[config.mk]
export PLATFORM = sky130hd
export DESIGN_NAME = seq_divider_flat
export DESIGN_NICKNAME = d
export VERILOG_FILES = /design/src/rtl/seq_divider_if.sv /design/src/rtl/seq_divider.sv /design/src/flat_wrapper.sv
export SDC_FILE = /design/constraint.sdc
export NUM_CORES = 1
export LEC_CHECK = 0
export BUFFER_PORTS_ARGS = -buffer_cell sky130_fd_sc_hd__buf_2
export CAP_MARGIN = 20
export CORE_MARGIN = 2
export CORE_UTILIZATION = 44
export CTS_BUF_LIST = sky130_fd_sc_hd__clkbuf_8
export CTS_CLUSTER_SIZE = 12
export DETAILED_ROUTE_END_ITERATION = 7
export GPL_ROUTABILITY_DRIVEN = 0
export PLACE_DENSITY = 0.69
export SLEW_MARGIN = 0
export SYNTH_ARGS = -nofsm -noshare
export SYNTH_HDL_FRONTEND = slang
export SYNTH_SLANG_ARGS = --single-unit
[constraint.sdc]
create_clock -name clk -period 7.3 [get_ports clk]
set_clock_uncertainty 0.2 [all_clocks]
set_input_delay 0.73 -clock clk [delete_from_list [all_inputs] [get_ports clk]]
set_output_delay 0.73 -clock clk [all_outputs]
set_load 0.02 [all_outputs]
[src/rtl/seq_divider_if.sv]
// ---------------------------------------------------------------------------
// seq_divider_if
//  Start/done handshake and operand/result bundle for seq_divider.
//  Optional macro: SEQ_DIV_SIGNED_EN adds the div_signed request bit.
//  Signals:
//   start       request, sampled by the divider only while it is not busy
//   dividend    2N-bit dividend, captured on the accepted start edge
//   divisor     N-bit divisor, captured on the accepted start edge
//   div_signed  (SEQ_DIV_SIGNED_EN only) operands are two's complement
//   busy        divider is iterating
//   done        one-cycle pulse; results and flags valid from this cycle
//   quotient    N-bit quotient, held until the next result
//   remainder   N-bit remainder, held until the next result
//   div_zero    divisor was zero
//   overflow    quotient did not fit in N bits
//  Modports: master = requester, slave = divider.
// ---------------------------------------------------------------------------
interface seq_divider_if #(
   parameter int N = 32
);
   logic             start;
   logic [2*N-1:0]   dividend;
   logic [N-1:0]     divisor;
`ifdef SEQ_DIV_SIGNED_EN
   logic             div_signed;
`endif
   logic             busy;
   logic             done;
   logic [N-1:0]     quotient;
   logic [N-1:0]     remainder;
   logic             div_zero;
   logic             overflow;

   modport master (
`ifdef SEQ_DIV_SIGNED_EN
      output div_signed,
`endif
      output start, dividend, divisor,
      input  busy, done, quotient, remainder, div_zero, overflow
   );

   modport slave (
`ifdef SEQ_DIV_SIGNED_EN
      input  div_signed,
`endif
      input  start, dividend, divisor,
      output busy, done, quotient, remainder, div_zero, overflow
   );
endinterface

[src/rtl/seq_divider.sv]
// ---------------------------------------------------------------------------
// seq_divider
//  Sequential restoring divider: 2N-bit dividend / N-bit divisor -> N-bit
//  quotient and N-bit remainder, one quotient bit per clock.
//  Optional macro: SEQ_DIV_SIGNED_EN adds signed operation (div_signed bit,
//  FIX state for sign correction, signed overflow detection).
//  Ports:
//   clk     rising-edge clock
//   reset   synchronous active-high reset; aborts any running operation
//   div_if  seq_divider_if.slave: start/operands in, busy/done/results out
//  Timing: unsigned op accepted in cycle c -> busy c+1..c+N, done at c+N+1.
//  Errors (div by zero, quotient too wide) skip RUN: done at c+1.
// ---------------------------------------------------------------------------
module seq_divider #(
   parameter int N = 32
) (
   input  logic         clk,
   input  logic         reset,
   seq_divider_if.slave div_if
);
   localparam int CW = $clog2(N);

`ifdef SEQ_DIV_SIGNED_EN
   typedef enum logic [1:0] {S_IDLE, S_RUN, S_FIX, S_DONE} state_t;
   localparam logic [N-1:0] MAX_POS = {1'b0, {(N-1){1'b1}}};
   localparam logic [N-1:0] MIN_NEG = {1'b1, {(N-1){1'b0}}};
`else
   typedef enum logic [1:0] {S_IDLE, S_RUN, S_DONE} state_t;
`endif

   state_t          state_q, state_d;
   logic [CW-1:0]   cnt_q;
   logic [N-1:0]    rem_q;          // partial remainder (always < divisor)
   logic [N-1:0]    quo_q;          // dividend low bits shift out, quotient bits shift in
   logic [N-1:0]    dvs_q;
   logic [N-1:0]    quotient_q, remainder_q;
   logic            div_zero_q, overflow_q;

   logic            accept;
   logic [2*N-1:0]  dvd_mag;
   logic [N-1:0]    dvs_mag;
   logic            in_zero, in_ovf, in_err;
   logic [N:0]      shifted, diff;
   logic            fits;
   logic [N-1:0]    rem_nx, quo_nx;
   logic            last_iter;
   logic            run_ovf;

   assign accept = div_if.start && (state_q == S_IDLE || state_q == S_DONE);

`ifdef SEQ_DIV_SIGNED_EN
   logic            dvd_neg, dvs_neg;
   logic            signed_q, q_neg_q, r_neg_q;
   logic [N-1:0]    lo_raw_q;       // raw dividend low half, for the late overflow result

   assign dvd_neg = div_if.div_signed & div_if.dividend[2*N-1];
   assign dvs_neg = div_if.div_signed & div_if.divisor[N-1];
   assign dvd_mag = dvd_neg ? -div_if.dividend : div_if.dividend;
   assign dvs_mag = dvs_neg ? -div_if.divisor  : div_if.divisor;
`else
   assign dvd_mag = div_if.dividend;
   assign dvs_mag = div_if.divisor;
`endif

   // A magnitude quotient wider than N bits is an error for either mode,
   // so it is caught before any iteration is spent.
   assign in_zero = (div_if.divisor == '0);
   assign in_ovf  = !in_zero && (dvd_mag[2*N-1:N] >= dvs_mag);
   assign in_err  = in_zero | in_ovf;

   // One restoring step. Since rem_q < divisor, shifted < 2*divisor, so the
   // top bit of the N+1-bit difference is exactly the borrow.
   assign shifted   = {rem_q, quo_q[N-1]};
   assign diff      = shifted - {1'b0, dvs_q};
   assign fits      = ~diff[N];
   assign rem_nx    = fits ? diff[N-1:0] : shifted[N-1:0];
   assign quo_nx    = {quo_q[N-2:0], fits};
   assign last_iter = (cnt_q == CW'(N-1));

`ifdef SEQ_DIV_SIGNED_EN
   // Largest positive quotient is 2^(N-1)-1; -2^(N-1) is still representable.
   assign run_ovf = signed_q && (quo_nx > MAX_POS) && !(quo_nx == MIN_NEG && q_neg_q);
`else
   assign run_ovf = 1'b0;
`endif

   // ---------------- FSM: state register ----------------
   always_ff @(posedge clk) begin
      if (reset) state_q <= S_IDLE;
      else       state_q <= state_d;
   end

   // ---------------- FSM: next state ----------------
   always_comb begin
      state_d = state_q;
      case (state_q)
         S_IDLE: begin
            if (div_if.start) state_d = in_err ? S_DONE : S_RUN;
         end
         S_RUN: begin
            if (last_iter) begin
`ifdef SEQ_DIV_SIGNED_EN
               state_d = (signed_q && !run_ovf) ? S_FIX : S_DONE;
`else
               state_d = S_DONE;
`endif
            end
         end
`ifdef SEQ_DIV_SIGNED_EN
         S_FIX:  state_d = S_DONE;
`endif
         S_DONE: begin
            if (div_if.start) state_d = in_err ? S_DONE : S_RUN;
            else              state_d = S_IDLE;
         end
         default: state_d = S_IDLE;
      endcase
   end

   // ---------------- FSM: outputs ----------------
   always_comb begin
      div_if.busy = 1'b0;
      div_if.done = 1'b0;
      case (state_q)
         S_RUN:  div_if.busy = 1'b1;
`ifdef SEQ_DIV_SIGNED_EN
         S_FIX:  div_if.busy = 1'b1;
`endif
         S_DONE: div_if.done = 1'b1;
         default: ;
      endcase
   end

   assign div_if.quotient  = quotient_q;
   assign div_if.remainder = remainder_q;
   assign div_if.div_zero  = div_zero_q;
   assign div_if.overflow  = overflow_q;

   // ---------------- datapath ----------------
   // Result registers are written only on the edge that enters DONE.
   always_ff @(posedge clk) begin
      if (reset) begin
         cnt_q       <= '0;
         rem_q       <= '0;
         quo_q       <= '0;
         dvs_q       <= '0;
         quotient_q  <= '0;
         remainder_q <= '0;
         div_zero_q  <= 1'b0;
         overflow_q  <= 1'b0;
`ifdef SEQ_DIV_SIGNED_EN
         signed_q    <= 1'b0;
         q_neg_q     <= 1'b0;
         r_neg_q     <= 1'b0;
         lo_raw_q    <= '0;
`endif
      end else if (accept) begin
         cnt_q <= '0;
         rem_q <= dvd_mag[2*N-1:N];
         quo_q <= dvd_mag[N-1:0];
         dvs_q <= dvs_mag;
`ifdef SEQ_DIV_SIGNED_EN
         signed_q <= div_if.div_signed;
         q_neg_q  <= dvd_neg ^ dvs_neg;
         r_neg_q  <= dvd_neg;
         lo_raw_q <= div_if.dividend[N-1:0];
`endif
         if (in_err) begin
            quotient_q  <= '1;
            remainder_q <= div_if.dividend[N-1:0];
            div_zero_q  <= in_zero;
            overflow_q  <= in_ovf;
         end
      end else if (state_q == S_RUN) begin
         rem_q <= rem_nx;
         quo_q <= quo_nx;
         if (last_iter) begin
            cnt_q <= '0;
            if (run_ovf) begin
`ifdef SEQ_DIV_SIGNED_EN
               quotient_q  <= '1;
               remainder_q <= lo_raw_q;
               div_zero_q  <= 1'b0;
               overflow_q  <= 1'b1;
`endif
            end else begin
`ifdef SEQ_DIV_SIGNED_EN
               if (!signed_q) begin
                  quotient_q  <= quo_nx;
                  remainder_q <= rem_nx;
                  div_zero_q  <= 1'b0;
                  overflow_q  <= 1'b0;
               end
`else
               quotient_q  <= quo_nx;
               remainder_q <= rem_nx;
               div_zero_q  <= 1'b0;
               overflow_q  <= 1'b0;
`endif
            end
         end else begin
            cnt_q <= cnt_q + CW'(1);
         end
      end
`ifdef SEQ_DIV_SIGNED_EN
      else if (state_q == S_FIX) begin
         // Quotient sign = XOR of operand signs; remainder follows the dividend.
         quotient_q  <= q_neg_q ? -quo_q : quo_q;
         remainder_q <= r_neg_q ? -rem_q : rem_q;
         div_zero_q  <= 1'b0;
         overflow_q  <= 1'b0;
      end
`endif
   end
endmodule
[src/flat_wrapper.sv]
// flat-port wrapper written by rule: the top's interface ports become plain ports
module seq_divider_flat 
#(
   parameter int N = 32
)
  (clk, reset, div_if_start, div_if_dividend, div_if_divisor, div_if_busy, div_if_done, div_if_quotient, div_if_remainder, div_if_div_zero, div_if_overflow);
  seq_divider_if #(.N(N)) div_if_i ();
  input  logic clk;
  input  logic reset;
  input wire logic [$bits(div_if_i.start)-1:0] div_if_start;
  input wire logic [$bits(div_if_i.dividend)-1:0] div_if_dividend;
  input wire logic [$bits(div_if_i.divisor)-1:0] div_if_divisor;
  output wire logic [$bits(div_if_i.busy)-1:0] div_if_busy;
  output wire logic [$bits(div_if_i.done)-1:0] div_if_done;
  output wire logic [$bits(div_if_i.quotient)-1:0] div_if_quotient;
  output wire logic [$bits(div_if_i.remainder)-1:0] div_if_remainder;
  output wire logic [$bits(div_if_i.div_zero)-1:0] div_if_div_zero;
  output wire logic [$bits(div_if_i.overflow)-1:0] div_if_overflow;
  assign div_if_i.start = div_if_start;
  assign div_if_i.dividend = div_if_dividend;
  assign div_if_i.divisor = div_if_divisor;
  assign div_if_busy = div_if_i.busy;
  assign div_if_done = div_if_i.done;
  assign div_if_quotient = div_if_i.quotient;
  assign div_if_remainder = div_if_i.remainder;
  assign div_if_div_zero = div_if_i.div_zero;
  assign div_if_overflow = div_if_i.overflow;
  seq_divider #(.N(N)) u_core (.clk(clk), .reset(reset), .div_if(div_if_i));
endmodule
# Word level (Yosys, flattened, before mapping)
# Index checks and enable logic that the tools add are counted.
[totals]
register_bits = 169
output_inout_bits = 68
inputBits = 99
[op_classes]
bitwise_logic = 2
muxes = 27
eq_ne = 6
addsub = 2
n_reduce_logical = 11
magnitude_cmp = 1
[op_table]
columns = ["operator", "n"]
rows = [
  ["$mux 32", 13],
  ["$sub 33x32->33", 1],
  ["$ge 32x32->1", 1],
  ["$logic_not 32->1", 1],
  ["$mux 1", 8],
  ["$mux 2", 4],
  ["$pmux 2 s3", 1],
  ["$add 5x1->5 const B", 1],
  ["$eq 5x5->1 const B", 1],
  ["$mux 5", 1],
  ["$ne 2x2->1 const B", 2],
  ["$reduce_bool 2->1", 2],
  ["$reduce_and 3->1", 1],
  ["$eq 2x1->1 const B", 1],
  ["$eq 2x2->1 const B", 1],
  ["$logic_and 1x1->1", 2],
  ["$logic_not 2->1", 1],
  ["$ne 2x1->1 const B", 1],
  ["$reduce_and 2->1", 1],
  ["$reduce_or 2->1", 1],
  ["$logic_not 1->1", 1],
  ["$logic_or 1x1->1", 1],
  ["$not 1->1", 1],
  ["$or 1x1->1", 1],
]

# Logic depth before layout (Yosys ltp)
# Gate-level depths: netlist of the first run.
[logic_depth]
ltp_word = 7
depth_mapped = 14
ltp_nobuf = 12

# Worst setup path after synthesis of the first run
# No wires, ideal clock.
[synth_path]
path_kind = "input -> register"
from = "input div_if_divisor[14]"
to = "register u_core.remainder_q[10], in the netlist u_core.div_if.remainder[10]"
cell_stages = 10
n_path_buf = 2
path_slack_ns = 4.244
arrival_ns = 2.765
setup_time_ns = 0.091
path_cell_list = "inv_1 > ha_1 > a2111o_1 > o21ai_0 > nor3_1 > a211oi_1 > a21oi_1 > clkbuf_1 > clkbuf_1 > a311oi_1"
[synth_via]
elab_chain_len = 6
word_cells_on_any_way = 7
[synth_rtl]
columns = ["item", "line", "source"]
rows = [
  ["start: declaration", "flat_wrapper.sv:12", "input wire logic [$bits(div_if_i.divisor)-1:0] div_if_divisor;"],
  ["branches (longest 3 deep; another with $ge 32x32->1)", "-", ""],
  ["$or 1x1->1 (*)", "seq_divider.sv:69", "assign in_err = in_zero | in_ovf;"],
  ["$ne 2x2->1 (no source line) (*)", "-", ""],
  ["$reduce_and 3->1 (no source line) (*)", "-", ""],
  ["end signal: assignment", "seq_divider.sv:170", "remainder_q <= div_if.dividend[N-1:0];"],
  ["end signal: assignment", "seq_divider.sv:196", "remainder_q <= rem_nx;"],
  ["end: declaration", "seq_divider.sv:36", "logic [N-1:0] quotient_q, remainder_q;"],
]
# Mark *: on every way between the ends.
# A chain may end at the register's enable or synchronous reset.

# Worst setup path in the final report of the first run
[layout_path]
from = "register u_core.quo_q[31]"
to = "register u_core.remainder_q[16], in the netlist u_core.div_if.remainder[16]"
[layout_via]
elab_chain_len = 5
[layout_rtl]
columns = ["item", "line", "source"]
rows = [
  ["start: declaration", "seq_divider.sv:34", "logic [N-1:0] quo_q;"],
  ["start signal: assignment", "seq_divider.sv:160", "quo_q <= dvd_mag[N-1:0];"],
  ["start signal: assignment", "seq_divider.sv:176", "quo_q <= quo_nx;"],
  ["$sub 33x32->33", "seq_divider.sv:74", "assign diff = shifted - {1'b0, dvs_q};"],
  ["$mux 32", "seq_divider.sv:76", "assign rem_nx = fits ? diff[N-1:0] : shifted[N-1:0];"],
  ["$mux 32", "seq_divider.sv:177", "if (last_iter) begin"],
  ["$mux 32", "seq_divider.sv:174", "end else if (state_q == S_RUN) begin"],
  ["$mux 32", "seq_divider.sv:157", "end else if (accept) begin"],
]
# No other way between the ends. The select of a mux whose other input is x is not followed.

==> metrics.md, run 1 <==
| Metric | Value |
|---|---|
| Cell area after technology mapping | `0.00966 mm2` |
| Clk sinks | `169` |
| Critical Path Sink Type | `flip-flop` |
| Maximum number of pins on one net before global-route repair | `97` |
| Total Routing Usage GR | `24.1%` |
| Area growth syn-to-layout | `14.3%` |
| DRC violation count after routing | `0` |
| Post-detailed-placement half-perimeter wirelength | `20500 um` |
| Drt first pass iters | `5` |
| Clock network latency to the later pin of the worst-skew pair | `0.46 ns` |
| Antenna cell count | `0` |
| Outcome | `finished, final reports clean` |
| Number of storage elements in the synthesis netlist | `169` |
| Remaining max-slew budget at the tightest pin | `31.1%` |
| Most common cell after layout, fill and taps aside | `sky130_fd_sc_hd__nand2_1` |
| Met3 routing resource usage after global routing | `4.78%` |
| Launch point of the worst path | `u_core.quo_q[31]` |
| Critical path class | `flip-flop to flip-flop` |
| Count of antenna-violating nets left after detailed routing | `0` |
| Quantity of gates resized following cts | `0` |
| Pins Over Slew Limit | `0` |
| Setup repair after global routing missed its margin | `no` |
| Total power density per cell area | `286 mW/mm2` |
| CTS buffer count | `17` |
| Max Root-Sink Buffers | `2` |
| Final wirelength | `28100 um` |
| Critical path arrival | `3.95 ns` |
| Horiz. Die Dim | `152 um` |
| Level count of the clock H-tree | `4` |
| Total global routing overflow | `0` |
| Async set-reset flop share out of synthesis | `0%` |
| Most used flip-flop cell after synthesis | `sky130_fd_sc_hd__dfxtp_1` |
| Worst voltage drop across the vdd grid | `192 uV` |
| Proportion of synthesized chip area in sequential cells | `35.0%` |
| Quantity of hold-fixing buffers added after cts | `0` |
| Dominant cells by area after synthesis | `sky130_fd_sc_hd__dfxtp_1 (35%), sky130_fd_sc_hd__ha_1 (8.5%), sky130_fd_sc_hd__nand2_1 (8.5%)` |
| Number of buffers added for setup after CTS | `0` |
| Number of placed I/O pins | `167` |
| Final Setup Violations | `0` |
| Port-buffer cells | `166` |
| Transition time of the tightest slew-check pin | `1.02 ns` |
| Peak fanout along the critical path | `48` |
| GR met1 Demand/Resource | `32.1%` |
| Number of fill cells in the layout | `2171` |
| Antenna violations before repair | `0` |
| Final Net Count | `1547` |
| Via count normalized by instance count | `5.57` |
| Avg WL per Cell | `16.8 um` |
| Start point of the worst min-delay path | `u_core.dvs_q[7]` |
| Kind of start point of the critical path | `flip-flop` |
| Post-Route Utilization | `50.9%` |
| Fraction of layout instances using a drive strength above 1 | `16.9%` |
| Die ar. | `0.0232 mm2` |
| Via count of the first global-routing pass | `8895` |
| Area of the multi-input gates | `0.00567 mm2` |
| Clock tree from TritonCTS | `yes` |
| Number of DRC violations after detailed-routing iteration 0 | `617` |
| Post-route worst hold slack | `0.262 ns` |
| Setup Total Neg Slack | `0 ns` |
| Wire length of the first global-routing pass | `45600 um` |
| Mean post-synth cell area | `7.62 um2` |
| Final hold violation count | `0` |
| Clock transition at the registers of the reported paths | `0.10 ns` |
| Total via count in the routed design | `9320` |
| Area share of the leading cell type in the synthesized netlist | `35.0%` |
| Count of maximum capacitance violations | `0` |
| Final worst path period share | `52.6%` |
| Worst path required time | `7.41 ns` |
| Std-Cell Core Area | `0.0217 mm2` |
| Startpoint of the worst-slack reg-to-reg timing path | `u_core.quo_q[31]` |
| Library cell with the largest summed area after synthesis | `sky130_fd_sc_hd__dfxtp_1` |
| Max frequency | `260 MHz` |
| Tmin final | `3.84 ns` |
| Classification of the worst-slack hold path | `flip-flop to flip-flop` |
| Initial Util | `44.6%` |
| Number of flops mapped to enable cells by yosys | `0` |
| Number of nets in the synthesized netlist | `1435` |
| Syn. warnings | `0` |
| Standard-cell row count | `54` |
| Sequential cell area | `0.00338 mm2` |
| Met2 global-route usage | `38.3%` |
| Clock tree root driver cell | `sky130_fd_sc_hd__clkbuf_8` |
| Height of the chip | `152 um` |
| Instance count of the mapped netlist | `1269` |
| Library cells used by synthesis | `64` |
| Most used cells in the layout excluding fill and tap cells | `sky130_fd_sc_hd__nand2_1 (220), sky130_fd_sc_hd__dfxtp_1 (169), sky130_fd_sc_hd__buf_2 (165)` |
| Leakage power total | `4.72 nW` |
| Busiest metal layer after global routing | `met2` |
## registers in the layout (all words and copies together), names as in the netlist
signal	cells
u_core.cnt_q	5
u_core.div_if.div_zero	1
u_core.div_if.overflow	1
u_core.div_if.quotient	32
u_core.div_if.remainder	32
u_core.dvs_q	32
u_core.quo_q	32
u_core.rem_q	32
u_core.state_q	2
## worst max-delay path: stages (launching register included)
cell,delay (ns)
sky130_fd_sc_hd__dfxtp_1,0.40
sky130_fd_sc_hd__inv_1,0.06
sky130_fd_sc_hd__ha_1,0.21
sky130_fd_sc_hd__fa_1,0.40
sky130_fd_sc_hd__nand2b_1,0.19
sky130_fd_sc_hd__a21oi_1,0.34
sky130_fd_sc_hd__o21ai_2,0.18
sky130_fd_sc_hd__a21oi_4,0.20
sky130_fd_sc_hd__o31ai_4,0.11
sky130_fd_sc_hd__xnor2_4,0.13
sky130_fd_sc_hd__buf_4,0.55
sky130_fd_sc_hd__mux2_1,0.38
sky130_fd_sc_hd__nand2_1,0.19
sky130_fd_sc_hd__a311oi_1,0.12
## final cells by class
cell class                 instances  share of cell area [%]
clock buffer                      17                    2.12
timing repair buffer             177                    8.36
tap                              280                    3.17
multi-input combinational        937                    51.4
clock inverter                    15                    1.67
sequential                       169                    30.6
inverter                          79                    2.69
## report_power, final
group | switching (mW) | internal, mW
Sequential | 0.0703 | 1.03
Clock | 0.401 | 0.291
Combinational | 0.858 | 0.510
Total | 1.33 | 1.83
## logic make-up (layout without fill, tap and decap cells)
family / after synthesis / after routing / share of synthesized area (%)
xor gates and xnor gates: 29 / 29 / 2.71
and+or+nand+nor: 501 / 501 / 22.3
AOI/OAI and AO/OA: 314 / 314 / 21.6
buffers and inverters: 163 / 288 / 6.77
muxes: 26 / 26 / 2.91
DFF: 169 / 169 / 35.0
adders and majority gates: 67 / 67 / 8.75
## path summary, 6_finish.rpt
path              slack [ns]  depth (start not counted)                     endpoint
setup / recovery        3.46                         13  u_core.div_if.remainder[16]
hold / removal          0.26                          2              u_core.dvs_q[7]
setup reg to reg        3.46                         13  u_core.div_if.remainder[16]
hold reg to reg         0.26                          2              u_core.dvs_q[7]
## stage by stage
| step | std cells | setup slack, ns | area [um2] | power (mW) |
|---|---|---|---|---|
| finish | 1674 | 3.46 | 11000 | 3.16 |
| detailed placement | 1642 | 3.15 | 10600 | 2.47 |
| global placement | 1641 | 3.15 | 10600 | 2.45 |
| floorplan | 1269 | 4.24 | 9660 | 2.13 |
| CTS | 1674 | 3.48 | 11000 | 3.16 |
| global route | 1674 | 3.27 | 11000 | 3.36 |
## synth_stat cells (all sizes together) (2+ instances only)
library cell / instances
xnor2: 19
inv: 79
nand2b: 15
buf: 15
nand4: 13
a22oi: 5
o21a: 4
a2111oi: 6
and2: 4
and3: 3
nor2b: 8
nor3: 76
a21boi: 2
a311oi: 30
xor2: 10
a31oi: 39
mux2i: 9
or4: 2
ha: 66
o21bai: 2
clkbuf: 69
o211ai: 14
a211o: 2
dfxtp: 169
a211oi: 29
o21ai: 59
mux2: 17
nor2: 132
o31ai: 5
o221ai: 2
nand2: 222
nand3: 11
a21oi: 97
nor4: 11
o22ai: 2
a21o: 9
## metal layers
| metal | up-vias | share of wire (%) | routed length (um) |
|---|---|---|---|
| met5 | - | 0 | 0 |
| met4 | 0 | 3.5 | 969 |
| met3 | 47 | 6.9 | 1930 |
| met2 | 333 | 45 | 12600 |
| met1 | 4291 | 45 | 12500 |
| li1 | 4649 | - | - |
No activity file was read; power rests on OpenSTA's default activity.
==> inputs of run 2 (changes only) <==
--- a/config.mk
+++ b/config.mk
@@ -13,7 +13,7 @@
 export CTS_CLUSTER_SIZE = 12
 export DETAILED_ROUTE_END_ITERATION = 7
 export GPL_ROUTABILITY_DRIVEN = 0
-export PLACE_DENSITY = 0.69
+export PLACE_DENSITY = 0.72
 export SLEW_MARGIN = 0
 export SYNTH_ARGS = -nofsm -noshare
 export SYNTH_HDL_FRONTEND = slang
==> constraint.sdc (replaced) <==
create_clock -name clk -period 3.1 [get_ports clk]
set_clock_uncertainty 0.2 [all_clocks]
set_input_delay 0.31 -clock clk [delete_from_list [all_inputs] [get_ports clk]]
set_output_delay 0.31 -clock clk [all_outputs]
set_load 0.02 [all_outputs]
==> metrics.md, run 2 (synthesis gave the netlist of run 1 again) <==
| Metric | Value |
|---|---|
| Outcome | `finished with violations` |
| Failing checks | `negative setup slack` |
| Instance area after placement | `0.0110 mm2` |
| Final worst path period share | `102%` |
| Max frequency | `317 MHz` |
| Setup repair after global routing missed its margin | `yes` |
| Critical Path Sink Type | `flip-flop` |
| Critical path class | `flip-flop to flip-flop` |
| Internal | `4.95 mW` |
| Total Routing Usage GR | `26.7%` |
| Largest stage delay, worst path | `0.34 ns` |
| Register-to-Register Path Depth | `13` |
| Kind of start point of the critical path | `flip-flop` |
| Antenna violations before repair | `0` |
| Wire length of the first global-routing pass | `50100 um` |
| Sw frac | `41.4%` |
| Net load switching power | `3.50 mW` |
| Die ar. | `0.0232 mm2` |
| Cell-by-cell trace of the critical path | `inv_1 > ha_4 > a21o_1 > a211o_1 > o21ai_4 > a21oi_4 > o31ai_4 > xnor2_4 > buf_6 > clkbuf_16 > mux2_1 > nand2_1 > a311oi_1` |
| Clock tree root driver cell | `sky130_fd_sc_hd__clkbuf_8` |
| Tmin final | `3.15 ns` |
| Smallest setup slack after layout | `-0.0526 ns` |
| Critical path arrival | `3.29 ns` |
| Final Setup Violations | `11` |
| Height of the chip | `152 um` |
| Standard-cell row count | `54` |
| Fraction of layout instances using a drive strength above 1 | `25.8%` |
| Clock power share | `17.6%` |
| Pins Over Slew Limit | `0` |
| Number of fill cells in the layout | `1888` |
| Critical-path top delay cell | `sky130_fd_sc_hd__dfxtp_2` |
| Most used cells in the layout excluding fill and tap cells | `sky130_fd_sc_hd__nand2_1 (208), sky130_fd_sc_hd__buf_2 (164), sky130_fd_sc_hd__dfxtp_1 (164)` |
| Classification of the worst-slack hold path | `input pin to flip-flop` |
| CTS buffer count | `17` |
| Maximum number of pins on one net before global-route repair | `63` |
| Antenna cell count | `0` |
| Sequential cell area | `0.00339 mm2` |
| Final hold violation count | `0` |
| Combinational cell fraction of total power | `51.3%` |
| Total non-filler cell area in the finished layout | `0.0129 mm2` |
| Final Net Count | `1670` |
| Std-Cell Core Area | `0.0217 mm2` |
| Total power density per cell area | `658 mW/mm2` |
| Total via count in the routed design | `10.3k` |
| Min-Delay Path Depth | `4` |
| Proportion of power drawn by flip-flops and latches | `31.0%` |
| Clock network latency to the later pin of the worst-skew pair | `0.48 ns` |
| Setup Total Neg Slack | `-0.205 ns` |
| Final wirelength | `32800 um` |
| Area growth syn-to-layout | `33.0%` |
| Worst voltage drop across the vdd grid | `451 uV` |
| DRC violation count after routing | `0` |
| Clock transition at the registers of the reported paths | `0.10 ns` |
| Transition time of the tightest slew-check pin | `0.820 ns` |
| Level count of the clock H-tree | `4` |
| Number of DRC violations after detailed-routing iteration 0 | `772` |
| Via count of the first global-routing pass | `9717` |
| Number of placed I/O pins | `167` |
| Drt first pass iters | `5` |
| Leakage power total | `5.45 nW` |
| Max Root-Sink Buffers | `2` |
| Horiz. Die Dim | `152 um` |
| Count of maximum capacitance violations | `0` |
| Port-buffer cells | `166` |
| Remaining max-slew budget at the tightest pin | `45.3%` |
| Count of antenna-violating nets left after detailed routing | `0` |
| Clock tree from TritonCTS | `yes` |
| Avg WL per Cell | `18.2 um` |
| Peak fanout along the critical path | `6` |
| Worst path required time | `3.24 ns` |
| Via count normalized by instance count | `5.71` |
| Clk sinks | `169` |
| Area of the multi-input gates | `0.00625 mm2` |
| Post-detailed-placement half-perimeter wirelength | `22700 um` |
| Most common cell after layout, fill and taps aside | `sky130_fd_sc_hd__nand2_1` |
| Initial Util | `44.6%` |
| Total global routing overflow | `0` |
## run 2: final cells by class
type / instances / share of cell area, %
Multi-Input combinational cell: 937 / 48.6
Sequential cell: 169 / 26.4
Timing Repair Buffer: 300 / 17.3
Tap cell: 280 / 2.73
Inverter: 79 / 2.31
Clock buffer: 17 / 1.82
Clock inverter: 15 / 0.915
## run 2: metal layers
metal | wire length (um) | track usage (%) | up-vias
met2 | 15700 | 45.6 | 445
met1 | 13200 | 32.6 | 4811
met4 | 1600 | 12.4 | 0
met5 | 0 | 0 | -
li1 | - | - | 4911
met3 | 2280 | 4.81 | 95
## run 2: path summary, 6_finish.rpt
path                        from                         end  slack [ns]
max              u_core.dvs_q[5]  u_core.div_if.remainder[5]       -0.05
min          div_if_dividend[59]            u_core.rem_q[27]        0.02
max reg2reg      u_core.dvs_q[5]  u_core.div_if.remainder[5]       -0.05
min reg2reg     u_core.dvs_q[12]            u_core.dvs_q[12]        0.26
## run 2: stage by stage
stage | setup WS [ns] | hold slack [ns] | utilization [%] | cells | total power, mW
5_1_grt | -0.152 | 0.000434 | 59.3 | 1797 | 8.92
6_report | -0.0526 | 0.0221 | 59.3 | 1797 | 8.45
4_1_cts | 0.0118 | 0.00341 | 56.2 | 1791 | 7.77
3_3_place_gp | 0.0170 | 0.243 | 50.8 | 1687 | 5.99
2_1_floorplan | 0.121 | 0.236 | - | 1269 | 5.01
3_5_place_dp | -0.0531 | 0.246 | 50.8 | 1687 | 6.05
## run 2: timing repair
action,CTS,global route
pin swaps,2,28
endpoints found under the setup margin,52,96
buffers inserted,3,3
gates resized for setup,17,120
hold buffers,68,0
cloned,1,4
hold endpoints to repair,89,0
## run 2: critical path: cells and delay by family (launching register included)
kind	cells	cell delay [ns]
AO/OA/AOI/OAI	6	1.20
buffers and inverters	3	0.41
flip-flops	1	0.34
multiplexers	1	0.33
adder cells (fa/ha/maj)	1	0.24
XOR/XNOR	1	0.17
AND/OR/NAND/NOR	1	0.11
## run 2: power by group through the flow
stage	Clock, mW	Sequential (mW)	Combinational [mW]
4_1_cts	1.50	2.60	3.66
6_report	1.49	2.62	4.34
2_1_floorplan	0	2.72	2.30
3_5_place_dp	0	2.65	3.40
5_1_grt	1.59	2.65	4.69
3_3_place_gp	0	2.65	3.34
==> inputs of run 3 (changes only) <==
--- a/config.mk
+++ b/config.mk
@@ -5,6 +5,7 @@
 export SDC_FILE = /design/constraint.sdc
 export NUM_CORES = 1
 export LEC_CHECK = 0
+export ABC_AREA = 1
 export BUFFER_PORTS_ARGS = -buffer_cell sky130_fd_sc_hd__buf_2
 export CAP_MARGIN = 20
 export CORE_MARGIN = 2
@@ -13,7 +14,7 @@
 export CTS_CLUSTER_SIZE = 12
 export DETAILED_ROUTE_END_ITERATION = 7
 export GPL_ROUTABILITY_DRIVEN = 0
-export PLACE_DENSITY = 0.72
+export PLACE_DENSITY = 0.7
 export SLEW_MARGIN = 0
 export SYNTH_ARGS = -nofsm -noshare
 export SYNTH_HDL_FRONTEND = slang
==> metrics.md, run 3 <==
| Metric | Value |
|---|---|
| CTS buffer count | `17` |
| Outcome | `finished, final reports clean` |
| Critical path arrival | `3.06 ns` |
| Level count of the clock H-tree | `4` |
| Initial Util | `44.7%` |
| Min-Delay Path Depth | `5` |
| Total via count in the routed design | `12.7k` |
| Adder and majority gate portion of the synthesized area | `7.29%` |
| Most used flip-flop cell after synthesis | `sky130_fd_sc_hd__dfxtp_1` |
| Final wirelength | `38100 um` |
| Most frequent cell after synthesis | `sky130_fd_sc_hd__nand2_1` |
| Setup repair after global routing missed its margin | `no` |
| Proportion of synthesized chip area in sequential cells | `29.1%` |
| Peak fanout along the critical path | `17` |
| Antenna cell count | `0` |
| Height of the chip | `166 um` |
| Max frequency | `349 MHz` |
| Async set-reset flop share out of synthesis | `0%` |
| Total power density per cell area | `632 mW/mm2` |
| Most used cells in the layout excluding fill and tap cells | `sky130_fd_sc_hd__nand2_1 (614), sky130_fd_sc_hd__inv_1 (298), sky130_fd_sc_hd__nor2_1 (220)` |
| Std-Cell Core Area | `0.0260 mm2` |
| Count of maximum capacitance violations | `0` |
| Via count of the first global-routing pass | `11.8k` |
| Syn. warnings | `0` |
| Number of placed I/O pins | `167` |
| Worst voltage drop across the vdd grid | `346 uV` |
| Dominant cells by area after synthesis | `sky130_fd_sc_hd__dfxtp_1 (29%), sky130_fd_sc_hd__nand2_1 (20%), sky130_fd_sc_hd__inv_1 (9.6%)` |
| Mean post-synth cell area | `6.05 um2` |
| Final Non-Filler Cells | `2466` |
| Post-Route Utilization | `53.2%` |
| Maximum number of pins on one net before global-route repair | `130` |
| Mux cell area share after synthesis | `0%` |
| Final Setup Violations | `0` |
| Port-buffer cells | `166` |
| Antenna violations before repair | `0` |
| Xor and xnor area share after synthesis | `1.13%` |
| Area share of the leading cell type in the synthesized netlist | `29.1%` |
| Classification of the worst-slack hold path | `input pin to flip-flop` |
| Clock tree root driver cell | `sky130_fd_sc_hd__clkbuf_8` |
| Cell area after technology mapping | `0.0116 mm2` |
| Horiz. Die Dim | `166 um` |
| Largest family of logic cells by synthesized area | `simple AND/OR/NAND/NOR gates` |
| Final worst path period share | `92.4%` |
| Number of storage elements in the synthesis netlist | `169` |
| Fraction of layout instances using a drive strength above 1 | `13.4%` |
| Transition time of the tightest slew-check pin | `0.808 ns` |
| Post-synthesis compound-gate area fraction | `12.3%` |
| DRC violation count after routing | `0` |
| Library cells used by synthesis | `41` |
| Most frequent cells after synthesis | `sky130_fd_sc_hd__nand2_1 (614), sky130_fd_sc_hd__inv_1 (298), sky130_fd_sc_hd__nor2_1 (221)` |
| Critical Path Sink Type | `flip-flop` |
| Die ar. | `0.0277 mm2` |
| Avg WL per Cell | `15.4 um` |
| Library cell with the largest summed area after synthesis | `sky130_fd_sc_hd__dfxtp_1` |
| Final Net Count | `2284` |
| Tmin final | `2.86 ns` |
| Worst path required time | `3.30 ns` |
| Total Routing Usage GR | `26.1%` |
| Standard-cell row count | `59` |
| Start point of the worst min-delay path | `div_if_dividend[18]` |
| Final hold violation count | `0` |
| Clock transition at the registers of the reported paths | `0.10 ns` |
| Clk sinks | `169` |
| Fraction of the mapped netlist area in simple logic gates | `36.3%` |
| Critical path class | `flip-flop to flip-flop` |
| Total global routing overflow | `0` |
| Setup Total Neg Slack | `0 ns` |
| Cell total after placement | `2369` |
| Register-to-Register Path Depth | `18` |
| Launch point of the worst path | `u_core.quo_q[31]` |
| Pins Over Slew Limit | `0` |
| Instance count of the mapped netlist | `1919` |
| Number of DRC violations after detailed-routing iteration 0 | `1114` |
| Clock tree from TritonCTS | `yes` |
| Wire length of the first global-routing pass | `59000 um` |
| Post-detailed-placement half-perimeter wirelength | `27700 um` |
| Clock network latency to the later pin of the worst-skew pair | `0.48 ns` |
| Startpoint of the worst-slack reg-to-reg timing path | `u_core.quo_q[31]` |
| Count of antenna-violating nets left after detailed routing | `0` |
| Reg2reg setup slack | `0.24 ns` |
| Number of nets in the synthesized netlist | `2085` |
| Kind of start point of the critical path | `flip-flop` |
| Remaining max-slew budget at the tightest pin | `46.2%` |
| Number of flops mapped to enable cells by yosys | `0` |
| Area growth syn-to-layout | `19.2%` |
| Drt first pass iters | `6` |
| Most common cell after layout, fill and taps aside | `sky130_fd_sc_hd__nand2_1` |
| Leakage power total | `7.41 nW` |
| Max Root-Sink Buffers | `2` |
| Via count normalized by instance count | `5.16` |
run 3: cell count changes in the layout (fill, tap and decap cells not counted), moves of 16 or more:
cell	change
sky130_fd_sc_hd__inv_1	+219
sky130_fd_sc_hd__nand2_1	+406
sky130_fd_sc_hd__a311oi_2	-16
sky130_fd_sc_hd__a22o_1	+30
sky130_fd_sc_hd__nor3_1	-63
sky130_fd_sc_hd__o21ai_0	+26
sky130_fd_sc_hd__nand3_1	+115
sky130_fd_sc_hd__nor2_1	+93
sky130_fd_sc_hd__buf_4	-25
sky130_fd_sc_hd__dlygate4sd3_1	-19
sky130_fd_sc_hd__a31oi_1	-36
sky130_fd_sc_hd__a21oi_1	+51
sky130_fd_sc_hd__xnor2_1	-16
run 3: area by class of cell:
cell class              count  area (um2)
clock buffers              18         248
clock inverters            14         173
fillers                  2670       12100
inverters                 314        1180
multi-input cells        1366        6740
flip-flops and latches    169        3380
well taps                 335         419
repair buffers            250        1690
run 3: per-stage QoR:
stage               power, mW  hold slack, ns  instance area [um2]  worst slack, ns
floorplan                5.62           0.245                11600            0.603
global placement         6.55           0.251                12700            0.255
detailed placement       6.60           0.253                12700            0.105
CTS                      8.34        0.000405                13600           0.0869
global route             9.32          0.0160                13800           0.0307
finish                   8.74         0.00238                13800            0.237
run 3: what timing repair did:
action,CTS,global route
gates resized for setup,0,3
hold buffers,48,0
buffers inserted,0,8
endpoints found under the hold margin,51,0
setup endpoints to repair,0,36
run 3: routing by layer:
layer / wire length (um) / global-route usage (%) / share of wire [%] / vias up
met2: 17200 / 44.0 / 45 / 506
met5: 0 / 0 / 0 / -
li1: - / - / - / 6352
met1: 16700 / 33.3 / 44 / 5748
met3: 2540 / 3.47 / 6.7 / 112
met4: 1650 / 11.5 / 4.3 / 0
run 3: logic make-up after synthesis:
family,count (synthesis)
xor gates and xnor gates,15
buffers and inverters,393
adders and majority gates,67
and+or+nand+nor,1022
DFF,169
AOI/OAI and AO/OA,253
run 3: path summary, 6_finish.rpt:
kind / endpoint
setup / recovery: u_core.rem_q[7]
hold / removal: u_core.div_if.remainder[18]
setup reg to reg: u_core.rem_q[7]
hold reg to reg: u_core.div_if.div_zero
run 3: worst max-delay path, cell delays in order (launching register included):
cell	delay [ns]
sky130_fd_sc_hd__dfxtp_2	0.36
sky130_fd_sc_hd__inv_1	0.05
sky130_fd_sc_hd__ha_1	0.20
sky130_fd_sc_hd__fa_2	0.37
sky130_fd_sc_hd__inv_1	0.11
sky130_fd_sc_hd__nand2_1	0.06
sky130_fd_sc_hd__nand2_1	0.08
sky130_fd_sc_hd__nand3_1	0.09
sky130_fd_sc_hd__nand2_2	0.11
sky130_fd_sc_hd__nand2_2	0.05
sky130_fd_sc_hd__nand2_2	0.08
sky130_fd_sc_hd__nand2_2	0.10
sky130_fd_sc_hd__nand2_2	0.12
sky130_fd_sc_hd__nand2_4	0.12
sky130_fd_sc_hd__nand2_4	0.25
sky130_fd_sc_hd__nand2_1	0.11
sky130_fd_sc_hd__nand2_1	0.09
sky130_fd_sc_hd__nand3_1	0.07
sky130_fd_sc_hd__a21oi_1	0.15
run 3: power by group:
| part | total (mW) | switching (mW) | internal, mW | leakage (nW) |
|---|---|---|---|---|
| clock network | 1.70 | 0.986 | 0.711 | 0.211 |
| registers | 2.63 | 0.212 | 2.42 | 1.40 |
| logic | 4.41 | 2.95 | 1.46 | 5.80 |
| total | 8.74 | 4.15 | 4.59 | 7.41 |
